File: src/rtl/btn_evt_pkg.sv
// Shared types for the button event arbiter: per-button FSM states,
// event type encodings and the event record carried through the FIFO.
package btn_evt_pkg;

    typedef enum logic [1:0] {
        ST_IDLE    = 2'd0,
        ST_PRESSED = 2'd1,
        ST_HELD    = 2'd2
    } btn_state_e;

    localparam logic EVT_SHORT = 1'b0;
    localparam logic EVT_LONG  = 1'b1;

    // Record id field is sized for up to 256 buttons; the top truncates to ID_W.
    localparam int unsigned EVT_ID_W = 8;

    typedef struct packed {
        logic [EVT_ID_W-1:0] id;
        logic                is_long;
    } evt_rec_t;

    function automatic int unsigned max_u(input int unsigned a, input int unsigned b);
        return (a > b) ? a : b;
    endfunction

endpackage

File: src/rtl/btn_evt_fifo.sv
// Synchronous FIFO with full/empty flags; pointers carry one extra bit
// so full and empty are distinguishable. Push is refused while full.
module btn_evt_fifo #(
    parameter int unsigned W     = 8,
    parameter int unsigned DEPTH = 4
) (
    input  logic         clk,
    input  logic         rst,
    input  logic         push_i,
    input  logic [W-1:0] wr_data_i,
    input  logic         pop_i,
    output logic [W-1:0] rd_data_o,
    output logic         full_o,
    output logic         empty_o
);

    localparam int unsigned AW = $clog2(DEPTH);

    logic [W-1:0] mem_q [DEPTH];
    logic [AW:0]  wr_ptr_q, wr_ptr_d;
    logic [AW:0]  rd_ptr_q, rd_ptr_d;
    logic         push_ok;
    logic         pop_ok;

    assign empty_o = (wr_ptr_q == rd_ptr_q);
    assign full_o  = (wr_ptr_q[AW] != rd_ptr_q[AW]) &&
                     (wr_ptr_q[AW-1:0] == rd_ptr_q[AW-1:0]);

    assign push_ok = push_i && !full_o;
    assign pop_ok  = pop_i && !empty_o;

    assign wr_ptr_d  = push_ok ? wr_ptr_q + (AW+1)'(1) : wr_ptr_q;
    assign rd_ptr_d  = pop_ok  ? rd_ptr_q + (AW+1)'(1) : rd_ptr_q;
    assign rd_data_o = mem_q[rd_ptr_q[AW-1:0]];

    always_ff @(posedge clk) begin
        if (rst) begin
            wr_ptr_q <= '0;
            rd_ptr_q <= '0;
        end else begin
            wr_ptr_q <= wr_ptr_d;
            rd_ptr_q <= rd_ptr_d;
        end
    end

    // Storage needs no reset; readers qualify the head with !empty.
    always_ff @(posedge clk) begin
        if (push_ok) begin
            mem_q[wr_ptr_q[AW-1:0]] <= wr_data_i;
        end
    end

endmodule

File: src/rtl/btn_event_arbiter.sv
// Classifies debounced button presses as short/long, arbitrates them round-robin
// into an event FIFO. Define BTN_REPEAT_EN to add auto-repeat long events while held.
module btn_event_arbiter
    import btn_evt_pkg::*;
#(
    parameter int unsigned N_BTN        = 4,
    parameter int unsigned LONG_TICKS   = 25000000,
    parameter int unsigned FIFO_DEPTH   = 4,
    parameter int unsigned REPEAT_TICKS = 5000000
) (
    input  logic                                  clk,
    input  logic                                  rst,
    input  logic [N_BTN-1:0]                      btn_level,
    input  logic [N_BTN-1:0]                      btn_pulse,
    output logic                                  evt_valid,
    input  logic                                  evt_ready,
    output logic [((N_BTN > 1) ? $clog2(N_BTN) : 1)-1:0] evt_id,
    output logic                                  evt_long,
    output logic                                  evt_overflow,
    output logic                                  busy
);

    localparam int unsigned ID_W  = (N_BTN > 1) ? $clog2(N_BTN) : 1;
    localparam int unsigned CNT_W = $clog2(max_u(LONG_TICKS, REPEAT_TICKS) + 1);
    localparam int unsigned REC_W = $bits(evt_rec_t);

    logic [N_BTN-1:0] ev_set_c;
    logic [N_BTN-1:0] ev_long_c;
    logic [N_BTN-1:0] st_busy_c;

    logic [N_BTN-1:0] pend_q, pend_d;
    logic [N_BTN-1:0] type_q, type_d;
    logic             ovf_q, ovf_d;
    logic [ID_W-1:0]  rr_q, rr_d;

    logic             gnt_vld_c;
    logic [ID_W-1:0]  gnt_idx_c;
    logic [ID_W-1:0]  idx_v;
    logic [N_BTN-1:0] gnt_oh_c;
    logic [N_BTN-1:0] drop_c;
    logic [N_BTN-1:0] accept_c;
    logic             push_c;
    logic             pop_c;

    logic             fifo_full;
    logic             fifo_empty;
    evt_rec_t         push_rec;
    evt_rec_t         head_rec;
    logic [REC_W-1:0] fifo_rd_data;

    function automatic logic [ID_W-1:0] next_idx(input logic [ID_W-1:0] idx);
        return (idx == ID_W'(N_BTN - 1)) ? '0 : idx + ID_W'(1);
    endfunction

    // Per-button press classifier
    for (genvar g = 0; g < N_BTN; g++) begin : g_btn
        btn_state_e       state_q, state_d;
        logic [CNT_W-1:0] cnt_q, cnt_d;
        logic             ev_set;
        logic             ev_long;

        always_ff @(posedge clk) begin
            if (rst) begin
                state_q <= ST_IDLE;
                cnt_q   <= '0;
            end else begin
                state_q <= state_d;
                cnt_q   <= cnt_d;
            end
        end

        always_comb begin
            state_d = state_q;
            cnt_d   = cnt_q;
            ev_set  = 1'b0;
            ev_long = EVT_SHORT;
            unique case (state_q)
                ST_IDLE: begin
                    if (btn_pulse[g]) begin
                        state_d = ST_PRESSED;
                        cnt_d   = '0;
                    end
                end
                ST_PRESSED: begin
                    if (!btn_level[g]) begin
                        ev_set  = 1'b1;
                        ev_long = EVT_SHORT;
                        state_d = ST_IDLE;
                    end else if (cnt_q == CNT_W'(LONG_TICKS - 1)) begin
                        ev_set  = 1'b1;
                        ev_long = EVT_LONG;
                        state_d = ST_HELD;
                        cnt_d   = '0;
                    end else begin
                        cnt_d = cnt_q + CNT_W'(1);
                    end
                end
                ST_HELD: begin
                    if (!btn_level[g]) begin
                        state_d = ST_IDLE;
                    end
`ifdef BTN_REPEAT_EN
                    else if (cnt_q == CNT_W'(REPEAT_TICKS - 1)) begin
                        ev_set  = 1'b1;
                        ev_long = EVT_LONG;
                        cnt_d   = '0;
                    end else begin
                        cnt_d = cnt_q + CNT_W'(1);
                    end
`endif
                end
                default: begin
                    state_d = ST_IDLE;
                    cnt_d   = '0;
                end
            endcase
        end

        assign ev_set_c[g]  = ev_set;
        assign ev_long_c[g] = ev_long;
        assign st_busy_c[g] = (state_q != ST_IDLE);
    end

    // Round-robin search starting at rr_q, wrapping at N_BTN
    always_comb begin
        gnt_vld_c = 1'b0;
        gnt_idx_c = '0;
        idx_v     = rr_q;
        for (int unsigned off = 0; off < N_BTN; off++) begin
            if (!gnt_vld_c && pend_q[idx_v]) begin
                gnt_vld_c = 1'b1;
                gnt_idx_c = idx_v;
            end
            idx_v = next_idx(idx_v);
        end
    end

    assign push_c   = gnt_vld_c && !fifo_full;
    assign pop_c    = evt_valid && evt_ready;
    assign gnt_oh_c = push_c ? (N_BTN'(1) << gnt_idx_c) : '0;

    // A slot being granted this cycle is free to accept a new event.
    always_comb begin
        drop_c   = ev_set_c & pend_q & ~gnt_oh_c;
        accept_c = ev_set_c & ~drop_c;
        pend_d   = (pend_q & ~gnt_oh_c) | accept_c;
        type_d   = (type_q & ~accept_c) | (ev_long_c & accept_c);
        ovf_d    = ovf_q | (|drop_c);
        rr_d     = push_c ? next_idx(gnt_idx_c) : rr_q;
    end

    always_ff @(posedge clk) begin
        if (rst) begin
            pend_q <= '0;
            type_q <= '0;
            ovf_q  <= 1'b0;
            rr_q   <= '0;
        end else begin
            pend_q <= pend_d;
            type_q <= type_d;
            ovf_q  <= ovf_d;
            rr_q   <= rr_d;
        end
    end

    always_comb begin
        push_rec         = '0;
        push_rec.id      = EVT_ID_W'(gnt_idx_c);
        push_rec.is_long = type_q[gnt_idx_c];
    end

    btn_evt_fifo #(
        .W     (REC_W),
        .DEPTH (FIFO_DEPTH)
    ) u_fifo (
        .clk       (clk),
        .rst       (rst),
        .push_i    (push_c),
        .wr_data_i (push_rec),
        .pop_i     (pop_c),
        .rd_data_o (fifo_rd_data),
        .full_o    (fifo_full),
        .empty_o   (fifo_empty)
    );

    assign head_rec     = evt_rec_t'(fifo_rd_data);
    assign evt_valid    = !fifo_empty;
    assign evt_id       = evt_valid ? ID_W'(head_rec.id) : '0;
    assign evt_long     = evt_valid & head_rec.is_long;
    assign evt_overflow = ovf_q;
    assign busy         = (|st_busy_c) | (|pend_q);

endmodule

File: config.mk
export PLATFORM = sky130hd
export DESIGN_NAME = btn_event_arbiter
export DESIGN_NICKNAME = d
export VERILOG_FILES = /design/src/rtl/btn_evt_pkg.sv /design/src/rtl/btn_evt_fifo.sv /design/src/rtl/btn_event_arbiter.sv
export SDC_FILE = /design/constraint.sdc
export NUM_CORES = 1
export LEC_CHECK = 0
export CORE_UTILIZATION = 40
export CTS_BUF_LIST = sky130_fd_sc_hd__clkbuf_8
export CTS_CLUSTER_SIZE = 16
export DETAILED_ROUTE_END_ITERATION = 8
export PLACE_DENSITY_LB_ADDON = 0.1
export SLEW_MARGIN = 20
export SYNTH_ARGS = -nofsm -noshare
export SYNTH_HDL_FRONTEND = slang
export SYNTH_SLANG_ARGS = --single-unit
File: constraint.sdc
create_clock -name clk -period 4.2 [get_ports clk]
set_clock_uncertainty 0.15 [all_clocks]
set_input_delay 0.63 -clock clk [delete_from_list [all_inputs] [get_ports clk]]
set_output_delay 0.63 -clock clk [all_outputs]
set_load 0.01 [all_outputs]
* Word level (Yosys, flattened, before mapping)
Memories as Yosys holds them, arrays and structs flattened. A register that Yosys moved wholly into a read port is not among the register bits.
Index checks and enable logic that the tools add are counted.
** Cells by class
- Reductions and logical operators :: 32
- Shift operators :: 1
- Muxes and demuxes :: 84
- Magnitude comparators :: 5
- Eq/ne operators :: 35
- Add/sub/neg operators :: 10
- Bitwise logic cells :: 18
** Operators by type and width (count)
- 25-bit two-way mux :: 12
- 25-bit one-hot mux with 3 select lines :: 4
- 25-bit by 1-bit adder with 25-bit output, second input constant :: 4
- 25-bit == test, second input constant :: 4
- 2-bit two-way mux :: 27
- 1-bit two-way mux :: 31
- 4-bit AND :: 6
- 2-bit != test, second input constant :: 12
- 2-bit one-hot mux with 3 select lines :: 4
- 3-bit AND reduction :: 8
- 2-bit == test, second input constant :: 8
- 2-bit by 3-bit less-than comparator with 1-bit output, second input constant :: 5
- 3-bit != test, second input constant :: 4
- 4-bit NOT :: 3
- 4-bit OR reduction :: 3
- 1-bit binary-select mux with 2-bit select :: 5
- 2-bit by 1-bit adder with 2-bit output, second input constant :: 4
- 2-bit by 1-bit == test with 1-bit output, second input constant :: 4
- 1-bit logical AND :: 8
- 2-bit logical NOT :: 4
- 4-bit OR :: 2
- 2-bit nonzero test :: 4
- 3-bit by 1-bit adder with 3-bit output, second input constant :: 2
- 1-bit logical NOT :: 5
- other kinds (8) :: 12
** Word-level totals
- Register bits after elaboration :: 125
- Bits in writable memories :: 12
- Input port bits :: 11
- Memories :: 1
- Logic and storage cells :: 200
- Output and inout port bits :: 6
** Memories
- u_fifo.mem_q :: words 4, bits a word 3, read ports 1, clocked after memory_dff 1, write ports 1, RTL line btn_evt_fifo.sv:19 : logic [W-1:0] mem_q [DEPTH];

* Longest topological paths before layout
- Word-level depth :: 21
- Depth in mapped cells :: 13
- Depth with buffers taken out :: 11

* Cells and area by module
A second synthesis with hierarchy kept.
** Unflattened totals
- Cell total of the unflattened synthesis :: 913
- Area, all modules :: 8460.6 um2
** Modules (own cells, without submodules)
- btn_event_arbiter :: times used 1, cells an instance 798, area an instance 6586.3 um2
- btn_evt_fifo :: times used 1, cells an instance 115, area an instance 1874.3 um2

* Least setup slack after synthesis
No wires, ideal clock.
- Path type :: register -> register
- Start point :: register rr_q[1]
- End point :: register with a tool-made name
- Data arrival time :: 2.865 ns
- Cell stages (with the launch flop) :: 12
- Setup slack :: 1.100 ns
- Setup time :: 0.086 ns
- Path buffers :: 1
- Clock period less this slack :: 3.100 ns
- Cell sequence :: dfxtp_1 -> ha_1 -> buf_6 -> mux4_2 -> or4_1 -> inv_1 -> nor2_1 -> inv_1 -> ha_1 -> a21boi_0 -> or3_1 -> a211oi_1
** RTL lines
- start: declaration :: RTL line btn_event_arbiter.sv:34 : logic [ID_W-1:0] rr_q, rr_d;
- start signal: assignment :: RTL line btn_event_arbiter.sv:162 : rr_q <= rr_d;

==> results.cfg <==
[clock_tree]
cts_tree = built
cts-root-buf = clkbuf_8
clkTransAtPathRegs_ns = 0.07
cts_setup_buffers = 0
clock_sinks = 139
cts_hold_buffers = 0
clk_latency_ns = 0.44
htreeDepth = 4
cts_buffers = 17
post_cts_resized = 0
cts_max_path_buffers = 2

[global_routing]
first_global_vias = 5614
overflow = 0
grt_start_max_net_pins = 40
grt_pass1_wl_um = 26900
grt_util_all_layers_pct = 18.3
antenna_found_initial = 0

[power]
vdd_drop_max_v = 0.000369
p_leak_uw = 0.00268
powerDensity_nw_per_um2 = 454

[place]
dp.cells = 1067
dpl.hpwl_um = 11400
port_buffers = 16
place_congestion = 0.845

[final_layout]
antenna_cells = 0
ff_latch_area_um2 = 2900
final.fill_count = 1671
finalNonFillerCells = 1099
design.final.nets = 884
syn2layout_area_growth_pct = 11.6
multi_input_area_um2 = 4010
layout-drive-gt1-share_pct = 6.86

[synth]
syn_area_um2 = 7150
synth.avg_cell_area_um2 = 8.37
synth_top_area_share_pct = 35.6
yosysMostFrequentCell = nor2_1
synthFlopType = dfxtp_1
async_flop_share_pct = 0
synthDistinctLibCells = 72
ys_warn_count = 0
synthCells = 854
yosys.area.top_type = dfxtp_1
synth_area_leaders = dfxtp_1, nor2_1, edfxtp_1, xor2_1, nand2_1
synth_seq_cells = 139
syn-num-nets = 877
synth_edf_count = 12
yosysSeqAreaShare_pct = 40.6
synthTopCellsByCount = nor2_1, dfxtp_1, nand2_1

[sta]
worst_slew_pin_slew_ns = 1.00
max_clock_freq_mhz = 265
period_needed_ns = 3.77
final_max_slew_viol_count = 0
relSlewSlack_pct = 33.2
rsz0062_at_grt = no
final.setup.tns_ns = 0
finalHoldViolations = 0
fin_crit_sh_pct = 89.7
finalSetupViolCount = 0

[die]
die_w_um = 136
die_h_um = 136
core_area_um2 = 17400
die-area_um2 = 18400
initial_core_util_pct = 41.2
io-pin-count = 17
rows = 48

[setup_path]
end_kind = flip-flop
crit_type = flip-flop to flip-flop
required_ns = 4.40
rr_worst_depth = 10
r2r_slack_ns = 0.43
crit_chain = ha_1 -> mux4_2 -> or4_1 -> inv_1 -> nor2_1 -> inv_1 -> ha_1 -> a21boi_0 -> or3_1 -> a211oi_1
slowest_stage = dfxtp_1
reg2reg_from = rr_q[1]
startpoint_type = flip-flop
critical_path.max_stage_delay_ns = 0.62
cp.arrival_ns = 3.97
crit_fanout = 16

[route]
wl_per_cell_um = 14.8
drc_errors = 0
drtAntennaViolNets = 0
dr_total_vias = 6104
finalWirelength_um = 16200
drt_iter0_drc = 401
viasPerCell = 5.55
drtPass1Iterations = 5

[min_path]
min_path_type = flip-flop to flip-flop
hold_depth = 2

[job]
drv_cap = 0

[outcome]
status = completed
[per-layer routing]
layer	track usage (%)	part of all wire [%]
met1	22.7	46
met2	30.9	49
met3	4.60	3.5
met4	5.87	0.89
met5	0	0
[kinds of logic after synthesis]
group                    share of synthesized area [%]
AND/OR/NAND/NOR                                   30.1
AO/OA/AOI/OAI                                     14.3
flip-flops                                        40.6
XOR/XNOR                                          7.59
buffers and inverters                             3.38
adder cells (fa/ha/maj)                           2.10
multiplexers                                      1.96
[cells in the final DEF, fill, tap and decap left out, types with 12 or more instances in the layout]
cell / synthesis / final
clkbuf_8: 0 / 21
or3_1: 14 / 14
xnor2_1: 23 / 23
nand4_1: 28 / 28
xor2_1: 39 / 39
a31oi_1: 13 / 13
nand2_1: 79 / 79
inv_1: 21 / 22
a21oi_1: 51 / 51
and3_1: 20 / 20
nand3_1: 34 / 34
nor2b_1: 12 / 12
ha_1: 12 / 12
nor2_1: 129 / 129
o21ai_0: 27 / 27
and2_1: 12 / 12
dfxtp_1: 127 / 127
nor3_1: 32 / 32
clkdlybuf4s50_1: 0 / 15
edfxtp_1: 12 / 12
[how the worst max path moves through the flow]
stage / from / end / cells after the start
finish: rr_q[1] / flip-flop / 10
floorplan: rr_q[1] / flip-flop / 11
global placement: rr_q[1] / flip-flop / 10
global route: rr_q[1] / flip-flop / 10
detailed placement: rr_q[1] / flip-flop / 10
CTS: rr_q[1] / flip-flop / 10
[power by group]
part | internal (uW) | total [uW] | switching, uW
combinational | 335 | 779 | 444
sequential | 1430 | 1500 | 64.8
clock | 830 | 1350 | 517
total | 2600 | 3620 | 1030
[critical path: cells and delay by family, from the launching register on]
kind                       cells  cell delay [ns]
buffers and inverters          2             0.28
adders and majority gates      2             0.66
and+or+nand+nor                3             1.01
muxes                          1             0.60
AOI/OAI and AO/OA              2             0.36
DFF                            1             0.62
[sequential cells by signal (all words and copies together), names as in the netlist, named ones only]
| register | flops |
|---|---|
| evt_overflow | 1 |
| g_btn.cnt_q | 100 |
| g_btn.state_q | 8 |
| pend_q | 4 |
| rr_q | 2 |
| u_fifo.mem_q | 12 |
| u_fifo.rd_ptr_q | 3 |
| u_fifo.wr_ptr_q | 3 |
[through the flow]
step	setup slack [ns]	power, uW	hold WS (ns)	cell area [um2]	utilization [%]
final	0.431	3620	0.328	7980	46.0
after global routing	0.122	3810	0.359	7980	46.0
after CTS	0.444	3660	0.331	7980	46.0
after detailed placement	0.442	2310	0.320	7480	43.1
after global placement	0.531	2280	0.314	7480	43.1
after floorplan	1.10	2090	0.285	7150	-
[layout make-up]
type	instances	share of cell area (%)
Multi-Input combinational cell	659	50.2
Sequential cell	139	36.4
Clock buffer	21	3.62
Tap cell	225	3.53
Clock inverter	11	2.68
Timing Repair Buffer	23	2.60
Inverter	21	0.988
(Power assumes the default switching activity.)
